==> config.mk <==
export PLATFORM = sky130hd
export DESIGN_NAME = julia_frame_renderer
export DESIGN_NICKNAME = d
export VERILOG_FILES = /design/src/rtl/julia_pkg.sv /design/src/rtl/julia_iter_step.sv /design/src/rtl/julia_frame_renderer.sv
export SDC_FILE = /design/constraint.sdc
export NUM_CORES = 2
export LEC_CHECK = 0
export BUFFER_PORTS_ARGS = -buffer_cell sky130_fd_sc_hd__buf_2
export CORE_ASPECT_RATIO = 0.8
export CORE_MARGIN = 1
export CORE_UTILIZATION = 50
export DETAILED_ROUTE_END_ITERATION = 8
export GPL_ROUTABILITY_DRIVEN = 1
export PLACE_DENSITY = 0.66
export SYNTH_ARGS = -nofsm -noshare
export SYNTH_HDL_FRONTEND = slang
export SYNTH_SLANG_ARGS = --single-unit
==> constraint.sdc <==
create_clock -name i_CLK -period 12.94 [get_ports i_CLK]
set_input_delay 0 -clock i_CLK [delete_from_list [all_inputs] [get_ports i_CLK]]
set_output_delay 0 -clock i_CLK [all_outputs]
set_load 0.02 [all_outputs]
==> src/rtl/julia_pkg.sv <==
`default_nettype none
// ============================================================================
// Module      : julia_pkg
// Description : Shared fixed-point constants, raster defaults, FSM encoding
//               and the Q4.12 saturation helper for the Julia renderer.
// Revision    : 1.0 - initial release
// ============================================================================
package julia_pkg;

    localparam int FRAC     = 12;
    localparam int FXW      = 16;
    localparam int H_PX_DEF = 800;
    localparam int V_PX_DEF = 480;
    localparam int ADDR_W   = 19;

    // |z|^2 escape threshold (4.0) in the raw product scale of 2*FRAC bits
    localparam logic signed [32:0] FOUR_RAW = 33'sd4 <<< (2 * FRAC);

    typedef enum logic [2:0] {
        ST_IDLE  = 3'd0,
        ST_LOAD  = 3'd1,
        ST_ITER  = 3'd2,
        ST_WRITE = 3'd3,
        ST_NEXT  = 3'd4
    } state_e;

    // Clamp a wide intermediate into the signed 16-bit coordinate range
    function automatic logic signed [FXW-1:0] sat_fx(input logic signed [33:0] v);
        if (v > 34'sd32767) begin
            return 16'sh7FFF;
        end else if (v < -34'sd32768) begin
            return 16'sh8000;
        end else begin
            return v[FXW-1:0];
        end
    endfunction

endpackage
`default_nettype wire

==> src/rtl/julia_iter_step.sv <==
`default_nettype none
// ============================================================================
// Module      : julia_iter_step
// Description : One combinational z <- z^2 + c step in Q4.12 with escape test
//               on the current z and saturated next-state outputs.
// Revision    : 1.0 - initial release
// ============================================================================
module julia_iter_step
    import julia_pkg::*;
(
    input  logic signed [FXW-1:0] zr_i,
    input  logic signed [FXW-1:0] zi_i,
    input  logic signed [FXW-1:0] cre_i,
    input  logic signed [FXW-1:0] cim_i,
    output logic signed [FXW-1:0] zr_o,
    output logic signed [FXW-1:0] zi_o,
    output logic                  escape_o
);

    logic signed [31:0] w_zr_ext;
    logic signed [31:0] w_zi_ext;
    logic signed [31:0] w_p_rr;
    logic signed [31:0] w_p_ii;
    logic signed [31:0] w_p_ri;
    logic signed [32:0] w_mag;
    logic signed [33:0] w_diff;
    logic signed [33:0] w_two_ri;
    logic signed [33:0] w_re_sum;
    logic signed [33:0] w_im_sum;

    // Raw products stay at 2*FRAC fractional bits until the final shift
    always_comb begin
        w_zr_ext = 32'(zr_i);
        w_zi_ext = 32'(zi_i);
        w_p_rr   = w_zr_ext * w_zr_ext;
        w_p_ii   = w_zi_ext * w_zi_ext;
        w_p_ri   = w_zr_ext * w_zi_ext;
        w_mag    = 33'(w_p_rr) + 33'(w_p_ii);
        escape_o = (w_mag >= FOUR_RAW);
        w_diff   = 34'(w_p_rr) - 34'(w_p_ii);
        w_two_ri = 34'(w_p_ri) <<< 1;
        w_re_sum = (w_diff >>> FRAC) + 34'(cre_i);
        w_im_sum = (w_two_ri >>> FRAC) + 34'(cim_i);
        zr_o     = sat_fx(w_re_sum);
        zi_o     = sat_fx(w_im_sum);
    end

endmodule
`default_nettype wire

==> src/rtl/julia_frame_renderer.sv <==
`default_nettype none
// ============================================================================
// Module      : julia_frame_renderer
// Description : Escape-time Julia renderer; walks the raster in panel scan
//               order and writes one 8-bit iteration count per pixel through
//               a valid/ready frame-buffer write port.
// Revision    : 1.0 - initial release
// ============================================================================
module julia_frame_renderer
    import julia_pkg::*;
#(
    parameter int H_PX     = H_PX_DEF,
    parameter int V_PX     = V_PX_DEF,
    parameter int MAX_ITER = 64
) (
    input  logic                     i_CLK,
    input  logic                     i_RSTn,
    input  logic                     i_Start,
    input  logic signed [FXW-1:0]    i_CRe,
    input  logic signed [FXW-1:0]    i_CIm,
    input  logic signed [FXW-1:0]    i_XMin,
    input  logic signed [FXW-1:0]    i_YMax,
    input  logic signed [FXW-1:0]    i_Step,
    output logic                     o_Busy,
    output logic                     o_Done,
    output logic                     o_WrEn,
    output logic [ADDR_W-1:0]        o_WrAddr,
    output logic [7:0]               o_WrData,
    input  logic                     i_WrReady
);

    localparam int XW = (H_PX > 1) ? $clog2(H_PX) : 1;
    localparam int YW = (V_PX > 1) ? $clog2(V_PX) : 1;
    localparam logic [XW-1:0] LAST_X = XW'(H_PX - 1);
    localparam logic [YW-1:0] LAST_Y = YW'(V_PX - 1);
    localparam logic [7:0]    MAX_N  = 8'(MAX_ITER);

    state_e                  state_q;
    logic signed [FXW-1:0]   cre_q;
    logic signed [FXW-1:0]   cim_q;
    logic signed [FXW-1:0]   xmin_q;
    logic signed [FXW-1:0]   step_q;
    logic signed [FXW-1:0]   pxre_q;
    logic signed [FXW-1:0]   pxim_q;
    logic signed [FXW-1:0]   zr_q;
    logic signed [FXW-1:0]   zi_q;
    logic [7:0]              n_q;
    logic [7:0]              count_q;
    logic [XW-1:0]           x_q;
    logic [YW-1:0]           y_q;
    logic [ADDR_W-1:0]       addr_q;
    logic                    busy_q;
    logic                    done_q;
    logic                    wren_q;

    logic signed [FXW-1:0]   w_zr_nxt;
    logic signed [FXW-1:0]   w_zi_nxt;
    logic                    w_escape;

    julia_iter_step u_step (
        .zr_i     (zr_q),
        .zi_i     (zi_q),
        .cre_i    (cre_q),
        .cim_i    (cim_q),
        .zr_o     (w_zr_nxt),
        .zi_o     (w_zi_nxt),
        .escape_o (w_escape)
    );

    // Frame sequencer: pixel walk, iteration loop and write handshake
    always_ff @(posedge i_CLK or negedge i_RSTn) begin
        if (!i_RSTn) begin
            state_q <= ST_IDLE;
            cre_q   <= '0;
            cim_q   <= '0;
            xmin_q  <= '0;
            step_q  <= '0;
            pxre_q  <= '0;
            pxim_q  <= '0;
            zr_q    <= '0;
            zi_q    <= '0;
            n_q     <= '0;
            count_q <= '0;
            x_q     <= '0;
            y_q     <= '0;
            addr_q  <= '0;
            busy_q  <= 1'b0;
            done_q  <= 1'b0;
            wren_q  <= 1'b0;
        end else begin
            done_q <= 1'b0;
            case (state_q)
                ST_IDLE: begin
                    if (i_Start) begin
                        cre_q   <= i_CRe;
                        cim_q   <= i_CIm;
                        xmin_q  <= i_XMin;
                        step_q  <= i_Step;
                        pxre_q  <= i_XMin;
                        pxim_q  <= i_YMax;
                        x_q     <= '0;
                        y_q     <= '0;
                        addr_q  <= '0;
                        busy_q  <= 1'b1;
                        state_q <= ST_LOAD;
                    end
                end
                ST_LOAD: begin
                    zr_q    <= pxre_q;
                    zi_q    <= pxim_q;
                    n_q     <= '0;
                    state_q <= ST_ITER;
                end
                ST_ITER: begin
                    if (w_escape) begin
                        count_q <= n_q;
                        wren_q  <= 1'b1;
                        state_q <= ST_WRITE;
                    end else if (n_q == MAX_N) begin
                        count_q <= MAX_N;
                        wren_q  <= 1'b1;
                        state_q <= ST_WRITE;
                    end else begin
                        zr_q <= w_zr_nxt;
                        zi_q <= w_zi_nxt;
                        n_q  <= n_q + 8'd1;
                    end
                end
                ST_WRITE: begin
                    if (i_WrReady) begin
                        wren_q  <= 1'b0;
                        state_q <= ST_NEXT;
                    end
                end
                ST_NEXT: begin
                    if (x_q == LAST_X && y_q == LAST_Y) begin
                        busy_q  <= 1'b0;
                        done_q  <= 1'b1;
                        state_q <= ST_IDLE;
                    end else begin
                        if (x_q == LAST_X) begin
                            x_q    <= '0;
                            y_q    <= y_q + YW'(1);
                            pxre_q <= xmin_q;
                            pxim_q <= pxim_q - step_q;
                        end else begin
                            x_q    <= x_q + XW'(1);
                            pxre_q <= pxre_q + step_q;
                        end
                        addr_q  <= addr_q + ADDR_W'(1);
                        state_q <= ST_LOAD;
                    end
                end
                default: begin
                    state_q <= ST_IDLE;
                end
            endcase
        end
    end

    assign o_Busy   = busy_q;
    assign o_Done   = done_q;
    assign o_WrEn   = wren_q;
    assign o_WrAddr = addr_q;
    assign o_WrData = count_q;

endmodule
`default_nettype wire

==> impl_metrics.tcl <==
set metrics [dict create \
    status "complete, no violations" \
    cp-start-kind "flip-flop" \
    core_sq_um 80900 \
    end_kind "flip-flop" \
    synth_top_area_frac 0.357 \
    clkLatencyLatePin_ps 460 \
    htree_num_levels 4 \
    ys_seq_area_frac 0.115 \
    synth_cell_types 77 \
    wl_met3_mm 9.44 \
    antenna_found_initial 1 \
    fill_cells 7399 \
    synth_top_cell_by_area "fa_1" \
    ioPinCount 114 \
    cts_hold_buf 81 \
    setup_viol 0 \
    start_util 0.508 \
    multi_input_area_sq_um 31900 \
    crit_path_max_incr_delay_ps 1090 \
    cts_inserted_buffers 17 \
    critPathSlowestCell "dfrtp_1" \
    layout_worst_path_cycle_share 0.907 \
    hold_viol 0 \
    final_util 0.548 \
    grt_overflow_total 0 \
    r2r_cells 36 \
    worst_pin_slew_ps 1150 \
    ant_nets 0 \
    seqPwrFrac 0.491 \
    p_comb_frac 0.042 \
    ctsResizeCount 0 \
    synth_area_leaders "fa_1 (36%), ha_1 (12%), dfrtp_1 (11%), inv_1 (9.3%), nand2_1 (5.7%)" \
    routed.top_layer "met4" \
    grt_first_pass_wirelength_mm 178 \
    clkPwrFrac 0.467 \
    required_ps 13280 \
    first_pass_iters 6 \
    grt_max_degree 73 \
    synth-seq-cells 188 \
    netSwitchingPower_w 0.000301 \
    vias 32000 \
    path_class "flip-flop to flip-flop" \
    swShare 0.252 \
    rsz0062_at_grt "no" \
    die_w_microns 322 \
    syn-num-nets 5933 \
    synth-main-ff-cell "dfrtp_1" \
    crit_path_frequent_cell "fa_1" \
    avgViaCountPerCell 5.39 \
    cts.reportedPaths.clkPinSlew_ps 80 \
    seqCellArea_sq_um 4710 \
    reg2reg_to "zr_q[6]$_DFFE_PN0P_" \
    fin_tns_setup_ps 0 \
    finalCriticalPeriod_ps 11740 \
    r2r_start "zi_q[2]$_DFFE_PN0P_" \
    diodes 0 \
    nets 6042 \
    die_area_sq_um 83300 \
    avgSynthCellArea_sq_um 8.70 \
    gp_congestion 0.935 \
    drtIter0Drc 2451 \
    die_h_microns 258 \
    ir_drop_mv 0.0879 \
    root_buffer "clkbuf_16" \
    drv_cap 0 \
    wl_per_cell_microns 18.3 \
    arrival_ps 12080 \
    ys_async_sr_fraction 1.00 \
    ff2ff_setup_slack_ps 1200 \
    grt_pass1_vias 32500 \
    pwr_density_cell_nw_per_um2 27.0 \
    grtUsageTotal 0.274 \
    intPower_w 0.000894 \
    hold_path.class "input pin to async pin" \
    num_rows 93 \
    clock_skew_ps 8.82 \
    path_delay_family "compound AO/OA/AOI/OAI gates" \
    cp.buffers_inverters 4 \
    slew_headroom 0.234 \
    clock_path_buffers 2 \
    timing.fmax_mhz 85.2 \
    clock-sinks 188 \
    met2_length_mm 47.5 \
    area_delta_synth_final_pct 7.88 \
    cts_tree "built" \
    met1_length_mm 49.4 \
    synth_edf_count 0 \
    yosys-top-cells-count "inv_1 (1018), fa_1 (733), nand2_1 (628)" \
    drive_gt1_frac 0.0529 \
    synth_cells 4720 \
    p_leak_nw 23.5 \
    wirelength_mm 109 \
    netlist_area_sq_um 41100 \
    post_cts_buffers 0 \
    dp_hpwl_mm 88.2 \
    ys_warn_count 0 \
    drc 0 \
    path_max_fanout 30 \
    yosysMostFrequentCell "inv_1" \
    port_buffers 113 \
    critPathLaunch "zi_q[2]$_DFFE_PN0P_" \
    maxSlewViolCount 0 \
]
[layer usage]
layer / GRT usage / up-vias
met1: 0.415 / 15800
met3: 0.0463 / 136
li1: - / 14800
met5: 0 / -
met2: 0.412 / 1163
met4: 0.0571 / 0
[cell families after synthesis]
logic type | Yosys count | synth area share
simple gates | 1374 | 0.152
buf+inv | 1196 | 0.110
fa+ha+maj | 1129 | 0.478
compound gates | 613 | 0.0977
xor+xnor | 210 | 0.0448
flops | 188 | 0.115
mux | 10 | 0.00250
[cell usage in the layout, fill, tap and decap left out, types with 45 or more instances in the layout]
| master | synthesis | final |
|---|---|---|
| nand2_1 | 628 | 628 |
| dlygate4sd3_1 | 0 | 82 |
| ha_1 | 396 | 396 |
| a21o_1 | 51 | 51 |
| and2_1 | 158 | 158 |
| fa_1 | 733 | 733 |
| nor2_1 | 277 | 277 |
| inv_1 | 1018 | 1018 |
| o21ai_0 | 127 | 126 |
| xnor2_1 | 134 | 134 |
| nand3_1 | 57 | 56 |
| nor3_1 | 56 | 55 |
| a21oi_1 | 170 | 170 |
| xor2_1 | 76 | 76 |
| buf_4 | 0 | 65 |
| o31ai_1 | 45 | 45 |
| buf_2 | 7 | 112 |
| dfrtp_1 | 188 | 187 |
[worst max path at each step]
stage                                      to  slack (ps)  depth (start not counted)
after global placement    zr_q[6]$_DFFE_PN0P_        1550                         36
after global routing      zr_q[6]$_DFFE_PN0P_         590                         38
after CTS                 zr_q[6]$_DFFE_PN0P_        1380                         36
final                     zr_q[6]$_DFFE_PN0P_        1200                         36
after detailed placement  zr_q[6]$_DFFE_PN0P_        1450                         37
after floorplan           zr_q[4]$_DFFE_PN0P_        2880                         40
[metrics by stage]
stage	total power (W)	cells	setup WS, ps	hold WS (ps)	cell area [sq um]
floorplan	0.000601	4720	2880	-296	41100
global placement	0.000628	5820	1550	85.9	42800
detailed placement	0.000628	5820	1450	89.6	42800
CTS	0.00120	5933	1380	3.29	44300
global route	0.00123	5934	589	170	44300
finish	0.00120	5934	1200	115	44300
[cell type report]
class	count	share of cell area
repair buffers	260	0.0425
clock buffers	17	0.00961
flip-flops and latches	188	0.106
inverters	1026	0.0870
multi-input cells	3336	0.719
clock inverters	15	0.00438
well taps	1092	0.0309
[sequential cells by signal, summed over array words and instances (netlist names)]
name,flops
step_q,16
state_q,3
n_q,8
xmin_q,16
x_q,10
pxre_q,16
o_Done,1
y_q,9
zr_q,16
zi_q,16
pxim_q,16
o_WrEn,1
o_WrData,8
cim_q,16
o_WrAddr,19
cre_q,16
o_Busy,1
[power by group through the flow]
stage / registers [W] / logic [W] / clock network, W
floorplan: 0.000599 / 0.00000172 / 0
global placement: 0.000599 / 0.0000295 / 0
detailed placement: 0.000599 / 0.0000294 / 0
CTS: 0.000587 / 0.0000487 / 0.000567
global route: 0.000587 / 0.0000540 / 0.000591
finish: 0.000587 / 0.0000499 / 0.000559
(Power assumes the default switching activity.)
